==> config.mk <==
export PLATFORM = sky130hd
export DESIGN_NAME = hazard_scoreboard
export DESIGN_NICKNAME = d
export VERILOG_FILES = /design/src/rtl/hazard_scoreboard_pkg.sv /design/src/rtl/hazard_scoreboard_sb_ptr.sv /design/src/rtl/hazard_scoreboard.sv
export SDC_FILE = /design/constraint.sdc
export NUM_CORES = 1
export LEC_CHECK = 0
export ABC_CLOCK_PERIOD_IN_PS = 5900
export BUFFER_PORTS_ARGS = -buffer_cell sky130_fd_sc_hd__buf_2
export CAP_MARGIN = 0
export CORE_MARGIN = 2
export CORE_UTILIZATION = 50
export CTS_CLUSTER_DIAMETER = 120
export DETAILED_ROUTE_END_ITERATION = 10
export PLACE_DENSITY_LB_ADDON = 0.05
export SLEW_MARGIN = 0
export SYNTH_ARGS = -nofsm -noshare
export SYNTH_HDL_FRONTEND = slang
export SYNTH_SLANG_ARGS = --single-unit
export TNS_END_PERCENT = 50
==> constraint.sdc <==
create_clock -name i_clk -period 5.9 [get_ports i_clk]
set_clock_uncertainty 0.2 [all_clocks]
set_input_delay 0.295 -clock i_clk [delete_from_list [all_inputs] [get_ports i_clk]]
set_output_delay 0.295 -clock i_clk [all_outputs]
set_load 0.005 [all_outputs]
==> src/rtl/hazard_scoreboard_pkg.sv <==
// Shared configuration for the decode/execute hazard scoreboard.
// Register-file geometry and tracking depth defaults plus pointer-width helper.
package hazard_scoreboard_pkg;

    localparam int unsigned SB_REGNO_LOG = 3;
    localparam int unsigned SB_REGNO     = 1 << SB_REGNO_LOG;
    localparam int unsigned SB_DEPTH     = 4;

    // Index bits plus one wrap bit so full and empty are distinguishable.
    function automatic int unsigned ptr_w(input int unsigned depth);
        return $clog2(depth) + 1;
    endfunction

endpackage

==> src/rtl/hazard_scoreboard_sb_ptr.sv <==
// Wrapping circular-buffer pointer with wrap MSB; increments on enable, loads on flush.
// Exposes its next value so the owner can register state derived from it.
module hazard_scoreboard_sb_ptr #(
    parameter int unsigned W = 3
) (
    input  logic         i_clk,
    input  logic         i_rst_n,
    input  logic         i_inc,
    input  logic         i_load,
    input  logic [W-1:0] i_load_val,
    output logic [W-1:0] o_ptr,
    output logic [W-1:0] o_ptr_nxt_c
);

    always_comb begin
        o_ptr_nxt_c = o_ptr;
        if (i_load) begin
            o_ptr_nxt_c = i_load_val;
        end else if (i_inc) begin
            o_ptr_nxt_c = o_ptr + W'(1);
        end
    end

    always_ff @(posedge i_clk or negedge i_rst_n) begin
        if (!i_rst_n) begin
            o_ptr <= '0;
        end else begin
            o_ptr <= o_ptr_nxt_c;
        end
    end

endmodule

==> src/rtl/hazard_scoreboard.sv <==
// In-order register write scoreboard between decode and execute.
// Holds issue while a source register has a pending write; flush drops only uncommitted entries.
module hazard_scoreboard
    import hazard_scoreboard_pkg::*;
#(
    parameter int unsigned REGNO = SB_REGNO,
    parameter int unsigned DEPTH = SB_DEPTH
) (
    input  logic               i_clk,
    input  logic               i_rst_n,
    input  logic               i_issue,
    input  logic [REGNO-1:0]   i_issue_rf_ie,
    input  logic [REGNO-1:0]   i_issue_src,
    output logic               o_issue_ok,
    input  logic               i_commit,
    input  logic               i_flush,
    input  logic               i_wb_valid,
    output logic [REGNO-1:0]   o_pending_mask,
    output logic [ptr_w(DEPTH)-1:0] o_count,
    output logic               o_full,
    output logic               o_err
);

    localparam int unsigned IDX_W = $clog2(DEPTH);
    localparam int unsigned PTR_W = ptr_w(DEPTH);

    logic [PTR_W-1:0] head, cmt, tail;
    logic [PTR_W-1:0] head_nxt, cmt_nxt, tail_nxt;
    logic [PTR_W-1:0] count_c, count_nxt;
    logic [REGNO-1:0] dest_q [DEPTH];
    logic [REGNO-1:0] pend_eff, pend_nxt;
    logic             wb_ok, cmt_ok, issue_acc, full_eff, full_nxt, err_set;

    assign count_c = tail - head;
    assign wb_ok   = i_wb_valid & (head != cmt);
    assign cmt_ok  = i_commit & (cmt != tail);

    // Hazard view: the entry retiring this cycle no longer blocks a reader.
    always_comb begin
        logic [IDX_W-1:0] off;
        pend_eff = '0;
        for (int unsigned i = 0; i < DEPTH; i++) begin
            off = IDX_W'(i) - head[IDX_W-1:0];
            if ((PTR_W'(off) < count_c) && !(wb_ok && (off == '0))) begin
                pend_eff = pend_eff | dest_q[i];
            end
        end
    end

    assign full_eff   = (count_c == PTR_W'(DEPTH)) & ~wb_ok;
    assign o_issue_ok = ~full_eff & ~|(i_issue_src & pend_eff);
    assign issue_acc  = i_issue & o_issue_ok & ~i_flush;
    assign err_set    = (i_issue & ~o_issue_ok) | (i_commit & ~cmt_ok) | (i_wb_valid & ~wb_ok);

    hazard_scoreboard_sb_ptr #(.W(PTR_W)) u_head (
        .i_clk       (i_clk),
        .i_rst_n     (i_rst_n),
        .i_inc       (wb_ok),
        .i_load      (1'b0),
        .i_load_val  ('0),
        .o_ptr       (head),
        .o_ptr_nxt_c (head_nxt)
    );

    hazard_scoreboard_sb_ptr #(.W(PTR_W)) u_cmt (
        .i_clk       (i_clk),
        .i_rst_n     (i_rst_n),
        .i_inc       (cmt_ok),
        .i_load      (1'b0),
        .i_load_val  ('0),
        .o_ptr       (cmt),
        .o_ptr_nxt_c (cmt_nxt)
    );

    // Flush rewinds tail to the commit point after this cycle's commit.
    hazard_scoreboard_sb_ptr #(.W(PTR_W)) u_tail (
        .i_clk       (i_clk),
        .i_rst_n     (i_rst_n),
        .i_inc       (issue_acc),
        .i_load      (i_flush),
        .i_load_val  (cmt_nxt),
        .o_ptr       (tail),
        .o_ptr_nxt_c (tail_nxt)
    );

    assign count_nxt = tail_nxt - head_nxt;
    assign full_nxt  = (tail_nxt[PTR_W-1] != head_nxt[PTR_W-1]) &&
                       (tail_nxt[IDX_W-1:0] == head_nxt[IDX_W-1:0]);

    // Pending mask as it will stand after this edge, including the entry being written.
    always_comb begin
        logic [IDX_W-1:0] off;
        logic [REGNO-1:0] mask;
        pend_nxt = '0;
        for (int unsigned i = 0; i < DEPTH; i++) begin
            off  = IDX_W'(i) - head_nxt[IDX_W-1:0];
            mask = (issue_acc && (IDX_W'(i) == tail[IDX_W-1:0])) ? i_issue_rf_ie : dest_q[i];
            if (PTR_W'(off) < count_nxt) begin
                pend_nxt = pend_nxt | mask;
            end
        end
    end

    always_ff @(posedge i_clk or negedge i_rst_n) begin
        if (!i_rst_n) begin
            for (int unsigned i = 0; i < DEPTH; i++) begin
                dest_q[i] <= '0;
            end
            o_pending_mask <= '0;
            o_count        <= '0;
            o_full         <= 1'b0;
            o_err          <= 1'b0;
        end else begin
            if (issue_acc) begin
                dest_q[tail[IDX_W-1:0]] <= i_issue_rf_ie;
            end
            o_pending_mask <= pend_nxt;
            o_count        <= count_nxt;
            o_full         <= full_nxt;
            o_err          <= o_err | err_set;
        end
    end

endmodule

==> metrics.cfg, run 1 <==
[clock_tree]
path_clk_slew_ps=110
cts_max_path_buffers=2
cts_tree=yes
htreeDepth=2
cts_made_buffers=5
cts-root-buf=clkbuf_8
cts_sinks=54
clock_latency_ps=320

[drt]
vias=2836
via_per_inst=6.139
wirelength_um=9073
avgRoutedWirePerCell_um=19.64
postRouteAntennaNets=0
drt_pass1_iterations=4
drtIter0Drc=154
drc=0

[worst_setup_path]
critical-path-max-stage-delay_ps=490
crit_family=adder cells
crit_path_frequent_cell=inv_1
r2r_end=o_pending_mask[7]$_DFF_PN0_
start_kind=register
worstSetupStartpoint=u_tail.o_ptr[0]$_DFF_PN0_
r2r_cells=27
critPathMaxFanout=5
r2r_slack_ps=380
critPathRequiredTime_ps=5880
path_depth=27
crit_path_end_kind=register
path_buf_inv=9
crit_arrival_ps=5500
critPathKind=register to register
setup.worst_path.end=o_pending_mask[7]$_DFF_PN0_
crit_slowest_cell=fa_1
r2r-start=u_tail.o_ptr[0]$_DFF_PN0_

[finish]
drive_gt1_frac=0.2487
final_nets=427
area_growth_syn_to_layout_pct=14.58
finalNonFillerCells=462
final_cell_area_um2=3934
antenna_cells=0

[timing]
finalSetupViolations=0
worst_hold_slack_ps=47.79
fmax_ghz=0.1811
finalHoldViolCount=0
relSlewSlack=0.3797
period_share=0.9359
worst-slew-pin-transition_ps=928.9
drv_slew=0
finalCriticalPeriod_ps=5522

[synth]
yosysMostFrequentCell=dfrtp_1
synth_fp_nets=374
synth_common_cells=dfrtp_1 (54), nand3_1 (36), inv_1 (29), ha_1 (22), or2_1 (17)
synth_area_um2=3433
avgSynthCellArea_um2=10.47
synth_edf_count=0
synth-async-reset-ratio=1.000
synthCells=328
synth_ff_type=dfrtp_1
synth_area_leaders=dfrtp_1 (39%), ha_1 (8.0%), nand3_1 (5.2%)
ys_types=50
synth_seq_area_share=0.3936
synth_area_leader_cell=dfrtp_1
synth_top_area_share=0.3936
synth_warnings=0
synth-seq-cells=54

[placement]
io_buffers=35
placed_cell_area_um2=3747
post-dp-hpwl_um=6482
dp.cells=451
place_congestion=0.8610

[floorplan]
core_um2=6719
initial_core_util=0.5110
die_h_um=86.87
die_area_um2=7546
die-width_um=86.87
pin_count=36
row_count=30

[global_route]
gr-usage-met1=0.3770
grtUsageMet2=0.3921
grt_pass1_wl_um=14820
antenna_found_initial=0
globalRouteTotalUtil=0.2562
grt_pass1_vias=2833
grt_busiest_layer=met2
overflow=0
grt_start_max_net_pins=55
global_route.usage.met3=0.04076

[job]
cap_viol_max_count=0

[outcome]
run_status=finished clean

[hold_path]
min-delay-path-class=primary input to register

final cells by class:
class | count | area [um^2]
clock buffer | 6 | 82.58
clock inverter | 2 | 38.79
fill | 599 | 2785
inverter | 30 | 112.6
multi-input combinational | 232 | 1898
sequential | 54 | 1351
tap | 80 | 100.1
timing repair buffer | 58 | 350.3
tightest hold or removal path, cell delays in order:
cell and delay [ps]:
buf_2 110, mux2i_1 80, inv_1 50
logic make-up after synthesis:
| logic type | after synthesis | share of synthesized area |
|---|---|---|
| fa+ha+maj | 24 | 0.09184 |
| buf+inv | 42 | 0.06523 |
| flops | 54 | 0.3936 |
| xor+xnor | 15 | 0.04811 |
| simple gates | 103 | 0.1727 |
| mux | 17 | 0.05284 |
| compound gates | 73 | 0.1757 |
timing repair:
action,4_1_cts,5_1_grt
pin swaps,0,3
hold buffers,1,0
hold endpoints to repair,54,0
buffers inserted,0,2
setup endpoints to repair,8,9
gates resized for setup,2,6
per-layer routing:
metal / share of wire / routed length [um]
met1: 0.47 / 4303
met3: 0.062 / 560
met5: 0 / 0
met2: 0.45 / 4040
met4: 0.019 / 168
placed cells by master, fill, tap and decap left out, drive strengths merged, types with 2 or more instances in the layout:
master and instances:
and4 2, ha 22, mux2 9, o2111ai 8, buf 57, mux2i 8
fa 2, xnor2 9, clkbuf 6, nor3 3, o32ai 16, inv 31
nand4 7, a21oi 4, nand2b 2, xor2 5, or2 17, o31ai 8
a21boi 16, o21ai 6, nor2 6, dfrtp 54, nand3 36, o311ai 4
nand2 6, a41oi 3, nor2b 2, and3 19
per-stage QoR:
stage	util	setup TNS, ps	worst slack (ps)
2_1_floorplan	-	0	547.6
3_3_place_gp	0.5577	0	74.79
3_5_place_dp	0.5577	-685.1	-128.4
4_1_cts	0.5784	0	43.38
5_1_grt	0.5855	-68.47	-28.04
6_report	0.5855	0	378.1
registers in the layout (all words and copies together), names as in the netlist:
| name | cells |
|---|---|
| o_count | 3 |
| u_head.o_ptr | 3 |
| o_pending_mask | 8 |
| o_full | 1 |
| o_err | 1 |
| u_cmt.o_ptr | 3 |
| dest_q | 32 |
| u_tail.o_ptr | 3 |
worst min-delay path by stage:
stage,from,to,slack [ps],cells after the start
after floorplan,i_rst_n,dest_q[0]$_DFFE_PN0P_,-200,0
after global placement,i_rst_n,o_err$_DFF_PN0_,270,2
after detailed placement,i_rst_n,o_err$_DFF_PN0_,280,2
after CTS,i_issue_rf_ie[4],dest_q[20]$_DFFE_PN0P_,40,3
after global routing,i_issue_rf_ie[4],dest_q[20]$_DFFE_PN0P_,70,3
final,i_issue_rf_ie[4],dest_q[20]$_DFFE_PN0P_,50,3
Power of run 1 is left out: the tool's default activity adds up to more than one toggle a clock period on the data nets, which glitch-free logic cannot reach.
==> run 2, diff against run 1 <==
ABC_AREA = 1   (was not set)
BUFFER_PORTS_ARGS = not set   (was -buffer_cell sky130_fd_sc_hd__buf_2)
DONT_BUFFER_PORTS = 1   (was not set)
==> metrics.cfg, run 2 <==
[clock_tree]
htreeDepth=2  ; unchanged
cts_max_path_buffers=2  ; unchanged
cts_tree=yes  ; unchanged
cts_made_buffers=5  ; unchanged
clock_latency_ps=320  ; about the same
cts_sinks=54  ; unchanged
path_clk_slew_ps=100  ; was 110 ps
cts-root-buf=clkbuf_8  ; unchanged

[timing]
relSlewSlack=0.5419  ; was 0.3797
finalSetupTns_ps=0  ; unchanged
finalSetupViolations=0  ; unchanged
grt_setup_unrepaired=no
period_share=0.9139  ; was 0.9359
worst_hold_slack_ps=5.196  ; was 47.79 ps
drv_slew=0  ; unchanged
setup_ws_ps=507.7  ; was 378.1 ps
worst-slew-pin-transition_ps=679.9  ; was 928.9 ps
finalCriticalPeriod_ps=5392  ; was 5522 ps
finalHoldViolCount=0  ; unchanged
fmax_ghz=0.1855  ; was 0.1811 GHz

[global_route]
grt_start_max_net_pins=55  ; unchanged
overflow=0  ; unchanged
grt_pass1_wl_um=13270  ; was 14820 um
globalRouteTotalUtil=0.2371  ; was 0.2562
antenna_found_initial=0  ; unchanged
grt_pass1_vias=2530  ; was 2833

[floorplan]
pin_count=36  ; unchanged
row_count=29  ; was 30
die_h_um=85.99  ; was 86.87 um
core_um2=6422  ; was 6719 um^2
die-width_um=85.99  ; was 86.87 um
initial_core_util=0.5233  ; was 0.5110
die_area_um2=7393  ; was 7546 um^2

[worst_setup_path]
setup.worst_path.end=o_pending_mask[0]$_DFF_PN0_  ; was o_pending_mask[7]$_DFF_PN0_
r2r_cells=29  ; was 27
start_kind=register  ; unchanged
crit_slowest_cell=fa_1  ; unchanged
worstSetupStartpoint=u_tail.o_ptr[0]$_DFF_PN0_  ; unchanged
critPathRequiredTime_ps=5920  ; was 5880 ps
r2r_slack_ps=510  ; was 380 ps
r2r-start=u_tail.o_ptr[0]$_DFF_PN0_  ; unchanged
critPathKind=register to register  ; unchanged
crit_path_frequent_cell=inv_1  ; unchanged
r2r_end=o_pending_mask[0]$_DFF_PN0_  ; was o_pending_mask[7]$_DFF_PN0_
critPathMaxFanout=8  ; was 5
critical-path-max-stage-delay_ps=490  ; about the same
crit_arrival_ps=5420  ; was 5500 ps
crit_path_end_kind=register  ; unchanged

[synth]
synth_common_cells=nand2_1 (119), dfrtp_1 (54), inv_1 (51), nand3_1 (38), o21ai_0 (34)  ; was dfrtp_1 (54), nand3_1 (36), inv_1 (29), ha_1 (22), or2_1 (17)
synth_warnings=0  ; unchanged
synthXorXnorAreaFrac=0.03388  ; was 0.04810
ys_types=31  ; was 50
synth-async-reset-ratio=1.000  ; unchanged
synth_area_leader_cell=dfrtp_1  ; unchanged
synth_area_leaders=dfrtp_1 (40%), nand2_1 (13%), ha_1 (8.2%)  ; was dfrtp_1 (39%), ha_1 (8.0%), nand3_1 (5.2%)
synth-adder-area-share=0.09382  ; was 0.09184
synth_area_um2=3361  ; was 3433 um^2
synth_seq_area_share=0.4021  ; was 0.3936
synth_top_area_share=0.4021  ; was 0.3936
synth_edf_count=0  ; unchanged
synthSimpleGateAreaFrac=0.2930  ; was 0.1727
muxShareOfSynthArea=0.003351  ; was 0.05284
synth_ff_type=dfrtp_1  ; unchanged
synth_fp_nets=456  ; was 374
synth_compound_area_frac=0.09010  ; was 0.1757
synth-seq-cells=54  ; unchanged
yosysMostFrequentCell=nand2_1  ; was dfrtp_1
synthCells=410  ; was 328
avgSynthCellArea_um2=8.197  ; was 10.47 um^2
synth_top_family_by_area=simple AND/OR/NAND/NOR gates  ; was compound AO/OA/AOI/OAI gates

[drt]
wirelength_um=8189  ; was 9073 um
avgRoutedWirePerCell_um=16.58  ; was 19.64 um
vias=2641  ; was 2836
drtIter0Drc=174  ; was 154
via_per_inst=5.346  ; was 6.139
postRouteAntennaNets=0  ; unchanged
drc=0  ; unchanged
drt_pass1_iterations=4  ; unchanged

[placement]
place_congestion=0.8387  ; was 0.8610
post-dp-hpwl_um=5887  ; was 6482 um
pre_cts_slack_ps=380.2  ; was -128.4 ps
placed_cell_area_um2=3390  ; was 3747 um^2
io_buffers=0  ; was 35

[hold_path]
hp-start=i_commit  ; was i_issue_rf_ie[4]
min-delay-path-class=primary input to register  ; unchanged

[finish]
largest-register=dest_q  ; unchanged
antenna_cells=0  ; unchanged
multi_input_area_um2=1728  ; was 1898 um^2
reg_top3=dest_q (32), o_pending_mask (8)  ; unchanged
register_area_um2=1353  ; was 1351 um^2
fill_cells=627  ; was 599
largest_reg_flops=32  ; unchanged
mostFrequentLayoutCell=nand2_1  ; was dfrtp_1
final_nets=463  ; was 427
drive_gt1_frac=0.1127  ; was 0.2487
final_cell_mix=nand2_1 (119), dfrtp_1 (53), inv_1 (51), nand3_1 (38), o21ai_0 (33)  ; was dfrtp_1 (54), nand3_1 (36), buf_2 (35), inv_1 (29)
final_cell_area_um2=3548  ; was 3934 um^2
area_growth_syn_to_layout_pct=5.584  ; was 14.58%

[outcome]
run_status=finished clean  ; unchanged

[job]
cap_viol_max_count=0  ; unchanged

## run 2: cell types whose count changed after synthesis, sizes merged, moves of 7 or more
cell / before / now
o21ai: 6 / 39
mux2: 9 / 1
o21bai: 0 / 7
o31ai: 8 / 0
nand2: 6 / 133
and3: 19 / 0
a21boi: 16 / 0
nand3: 36 / 48
mux2i: 8 / 0
or2: 17 / 0
o32ai: 16 / 0
inv: 30 / 57
o2111ai: 8 / 1
## run 2: logic make-up after synthesis
group                    after synthesis
adder cells (fa/ha/maj)               24
multiplexers                           1
buffers and inverters                 63
AO/OA/AOI/OAI                         53
flip-flops                            54
AND/OR/NAND/NOR                      202
XOR/XNOR                              13
## run 2: per-layer routing
metal  global-route usage  routed length [um]  share of wire  vias up
met1               0.3465                3987           0.49     1241
met3              0.05294                 480          0.059        9
met2               0.3552                3633           0.44       68
met5                    0                   0              0        -
met4              0.06494                  87          0.011        0
li1                     -                   -              -     1323
## run 2: layout make-up
type	count	share of cell area
Sequential cell	54	0.3812
Timing Repair Buffer	6	0.02186
Multi-Input combinational cell	293	0.4870
Tap cell	77	0.02715
Clock inverter	1	0.002116
Clock buffer	6	0.02045
Inverter	57	0.06030
## run 2: how the worst min path moves through the flow
| stage | endpoint | slack [ps] | cells after the start |
|---|---|---|---|
| floorplan | dest_q[0]$_DFFE_PN0P_ | -200 | 0 |
| global placement | o_err$_DFF_PN0_ | -200 | 0 |
| detailed placement | o_err$_DFF_PN0_ | -200 | 0 |
| CTS | o_err$_DFF_PN0_ | 7 | 2 |
| global route | dest_q[26]$_DFFE_PN0P_ | 20 | 2 |
| finish | o_err$_DFF_PN0_ | 5 | 2 |
## run 2: critical path, delay by kind of cell, from the launching register on
kind | cells | cell delay (ps)
fa+ha+maj | 6 | 1860
flops | 1 | 470
simple gates | 9 | 1100
xor+xnor | 1 | 170
compound gates | 5 | 830
buf+inv | 8 | 680
## run 2: what timing repair did
item / 4_1_cts / 5_1_grt
hold buffers: 5 / 1
setup buffers: 0 / 0
endpoints found under the hold margin: 59 / 1
resized for setup: 0 / 2
endpoints found under the setup margin: 0 / 8
## run 2: stage by stage
step,util,instances
floorplan,-,410
global placement,0.5278,481
detailed placement,0.5278,481
CTS,0.5508,493
global route,0.5525,494
finish,0.5525,494
Power of run 2 is left out for the same reason.
==> run 3, diff against run 2 <==
ABC_CLOCK_PERIOD_IN_PS = 4600   (was 5900)
CORE_MARGIN = not set   (was 2)
clock period = 4.6 ns   (was 5.9 ns; I/O delays follow)
==> metrics.cfg, run 3 (synthesized netlist as in run 2, its figures left out) <==
[clock_tree]
cts_max_path_buffers=2  ; unchanged
path_clk_slew_ps=100  ; about the same
clock_latency_ps=310  ; was 320 ps
cts_made_buffers=5  ; unchanged
htreeDepth=2  ; unchanged
cts_sinks=54  ; unchanged
cts_tree=yes  ; unchanged
cts-root-buf=clkbuf_8  ; unchanged

[worst_setup_path]
worstSetupStartpoint=u_tail.o_ptr[0]$_DFF_PN0_  ; unchanged
start_kind=register  ; unchanged
critPathKind=register to register  ; unchanged
r2r-start=u_tail.o_ptr[0]$_DFF_PN0_  ; unchanged
critPathMaxFanout=8  ; unchanged
crit_path_end_kind=register  ; unchanged
crit_path_frequent_cell=inv_2  ; was inv_1
critPathRequiredTime_ps=4610  ; was 5920 ps
critical-path-max-stage-delay_ps=560  ; was 490 ps
crit_slowest_cell=fa_2  ; was fa_1
crit_arrival_ps=4860  ; was 5420 ps

[timing]
setup_ws_ps=-252.9  ; was 507.7 ps
finalSetupViolations=8  ; was 0
finalCriticalPeriod_ps=4853  ; was 5392 ps
period_share=1.055  ; was 0.9139
worst-slew-pin-transition_ps=606.3  ; was 679.9 ps
drv_slew=0  ; unchanged
relSlewSlack=0.5949  ; was 0.5419
fmax_ghz=0.2061  ; was 0.1855 GHz
worst_hold_slack_ps=9.609  ; was 5.196 ps
grt_setup_unrepaired=yes  ; was no
finalHoldViolCount=0  ; unchanged

[drt]
postRouteAntennaNets=0  ; unchanged
drt_pass1_iterations=7  ; was 4
wl_met3_um=456  ; was 480 um
avgRoutedWirePerCell_um=16.07  ; was 16.58 um
drc=4  ; was 0
wirelength_um=8535  ; was 8189 um
vias=2796  ; was 2641
via_per_inst=5.266  ; was 5.346
wl_met1_um=4079  ; was 3987 um
drtIter0Drc=160  ; was 174
dr.max_layer_used=met4  ; unchanged
met2_length_um=3959  ; was 3633 um

[global_route]
grt_pass1_wl_um=13920  ; was 13270 um
antenna_found_initial=0  ; unchanged
grt_start_max_net_pins=55  ; unchanged
globalRouteTotalUtil=0.2574  ; was 0.2371
overflow=0  ; unchanged
grt_pass1_vias=2794  ; was 2530

[floorplan]
initial_core_util=0.5233  ; unchanged
die-width_um=83.99  ; was 85.99 um
core_um2=6422  ; unchanged
row_count=29  ; unchanged
die_area_um2=7053  ; was 7393 um^2
die_h_um=83.99  ; was 85.99 um
pin_count=36  ; unchanged

[finish]
final_cell_area_um2=4103  ; was 3548 um^2
reg_top3=dest_q (32), o_pending_mask (8)  ; unchanged
area_growth_syn_to_layout_pct=22.08  ; was 5.584%
largest-register=dest_q  ; unchanged
mostFrequentLayoutCell=nand2_1  ; unchanged
drive_gt1_frac=0.2555  ; was 0.1127
final_cell_mix=nand2_1 (113), dfrtp_1 (53), inv_1 (43), o21ai_0 (33), nand3_1 (30)  ; was nand2_1 (119), dfrtp_1 (53), inv_1 (51), nand3_1 (38), o21ai_0 (33)
largest_reg_flops=32  ; unchanged
fill_cells=565  ; was 627
antenna_cells=0  ; unchanged
final_nets=499  ; was 463

[outcome]
run_status=finished, violations left  ; was finished clean
violations=DRC, setup timing

[placement]
place_congestion=0.8242  ; was 0.8387
post-dp-hpwl_um=5984  ; was 5887 um
io_buffers=0  ; unchanged
placed_cell_area_um2=3597  ; was 3390 um^2

[hold_path]
hp-start=i_issue_rf_ie[7]  ; was i_commit
min-delay-path-class=primary input to register  ; unchanged

[job]
cap_viol_max_count=0  ; unchanged

==> run 3: cell count changes in the layout (fill, tap and decap cells not counted), moves of 3 or more <==
cell / change
nand3_2: +6
dlygate4sd3_1: +7
inv_1: -8
inv_2: +7
nand2_1: -6
o21bai_1: -5
nand3_1: -8
ha_1: -7
nand2_2: +6
o21bai_4: +3
buf_4: +28
ha_4: +6
==> run 3: critical path, delay by kind of cell (launching register included) <==
family	cells	cell delay, ps
adders and majority gates	6	1870
and+or+nand+nor	10	860
buffers and inverters	10	670
AOI/OAI and AO/OA	4	580
DFF	1	420
xor gates and xnor gates	1	150
==> run 3: area by class of cell <==
type | count | area, um^2 | share of cell area
multi-input combinational | 293 | 1938 | 0.4724
inverter | 57 | 216.5 | 0.05276
tap | 77 | 96.34 | 0.02348
clock inverter | 2 | 38.79 | 0.009454
timing repair buffer | 42 | 377.9 | 0.09210
sequential | 54 | 1353 | 0.3297
clock buffer | 6 | 82.58 | 0.02013
==> run 3: path summary, 6_finish.rpt <==
path | cells past startpoint | slack [ps] | endpoint
worst min-delay path | 2 | 10 | dest_q[7]$_DFFE_PN0P_
worst max-delay path | 31 | -250 | o_pending_mask[5]$_DFF_PN0_
worst min register to register | 2 | 330 | dest_q[11]$_DFFE_PN0P_
max in group asynchronous | 2 | 3700 | dest_q[13]$_DFFE_PN0P_
min in group asynchronous | 2 | 240 | u_head.o_ptr[0]$_DFF_PN0_
worst max register to register | 31 | -250 | o_pending_mask[5]$_DFF_PN0_
==> run 3: layer usage <==
layer | up-vias | track usage
li1 | 1402 | -
met1 | 1330 | 0.3650
met2 | 59 | 0.4136
met3 | 5 | 0.04253
met4 | 0 | 0.05799
met5 | - | 0
==> run 3: repair_timing <==
item                                    CTS  global route
resized for setup                        22            14
endpoints found under the hold margin    82             0
pin swaps                                30             5
cloned                                    0             0
setup buffers                             7             1
hold buffers                             13             0
endpoints found under the setup margin    8             8
==> run 3: per-stage QoR <==
stage	instances	setup TNS (ps)	worst slack, ps	utilization
detailed placement	502	-2852	-371.1	0.5601
finish	531	-1874	-252.9	0.6388
floorplan	410	-276.0	-34.50	-
CTS	530	-1857	-248.5	0.6279
global placement	502	-2313	-306.0	0.5601
global route	531	-4071	-538.6	0.6388
Power of run 3 is left out for the same reason.
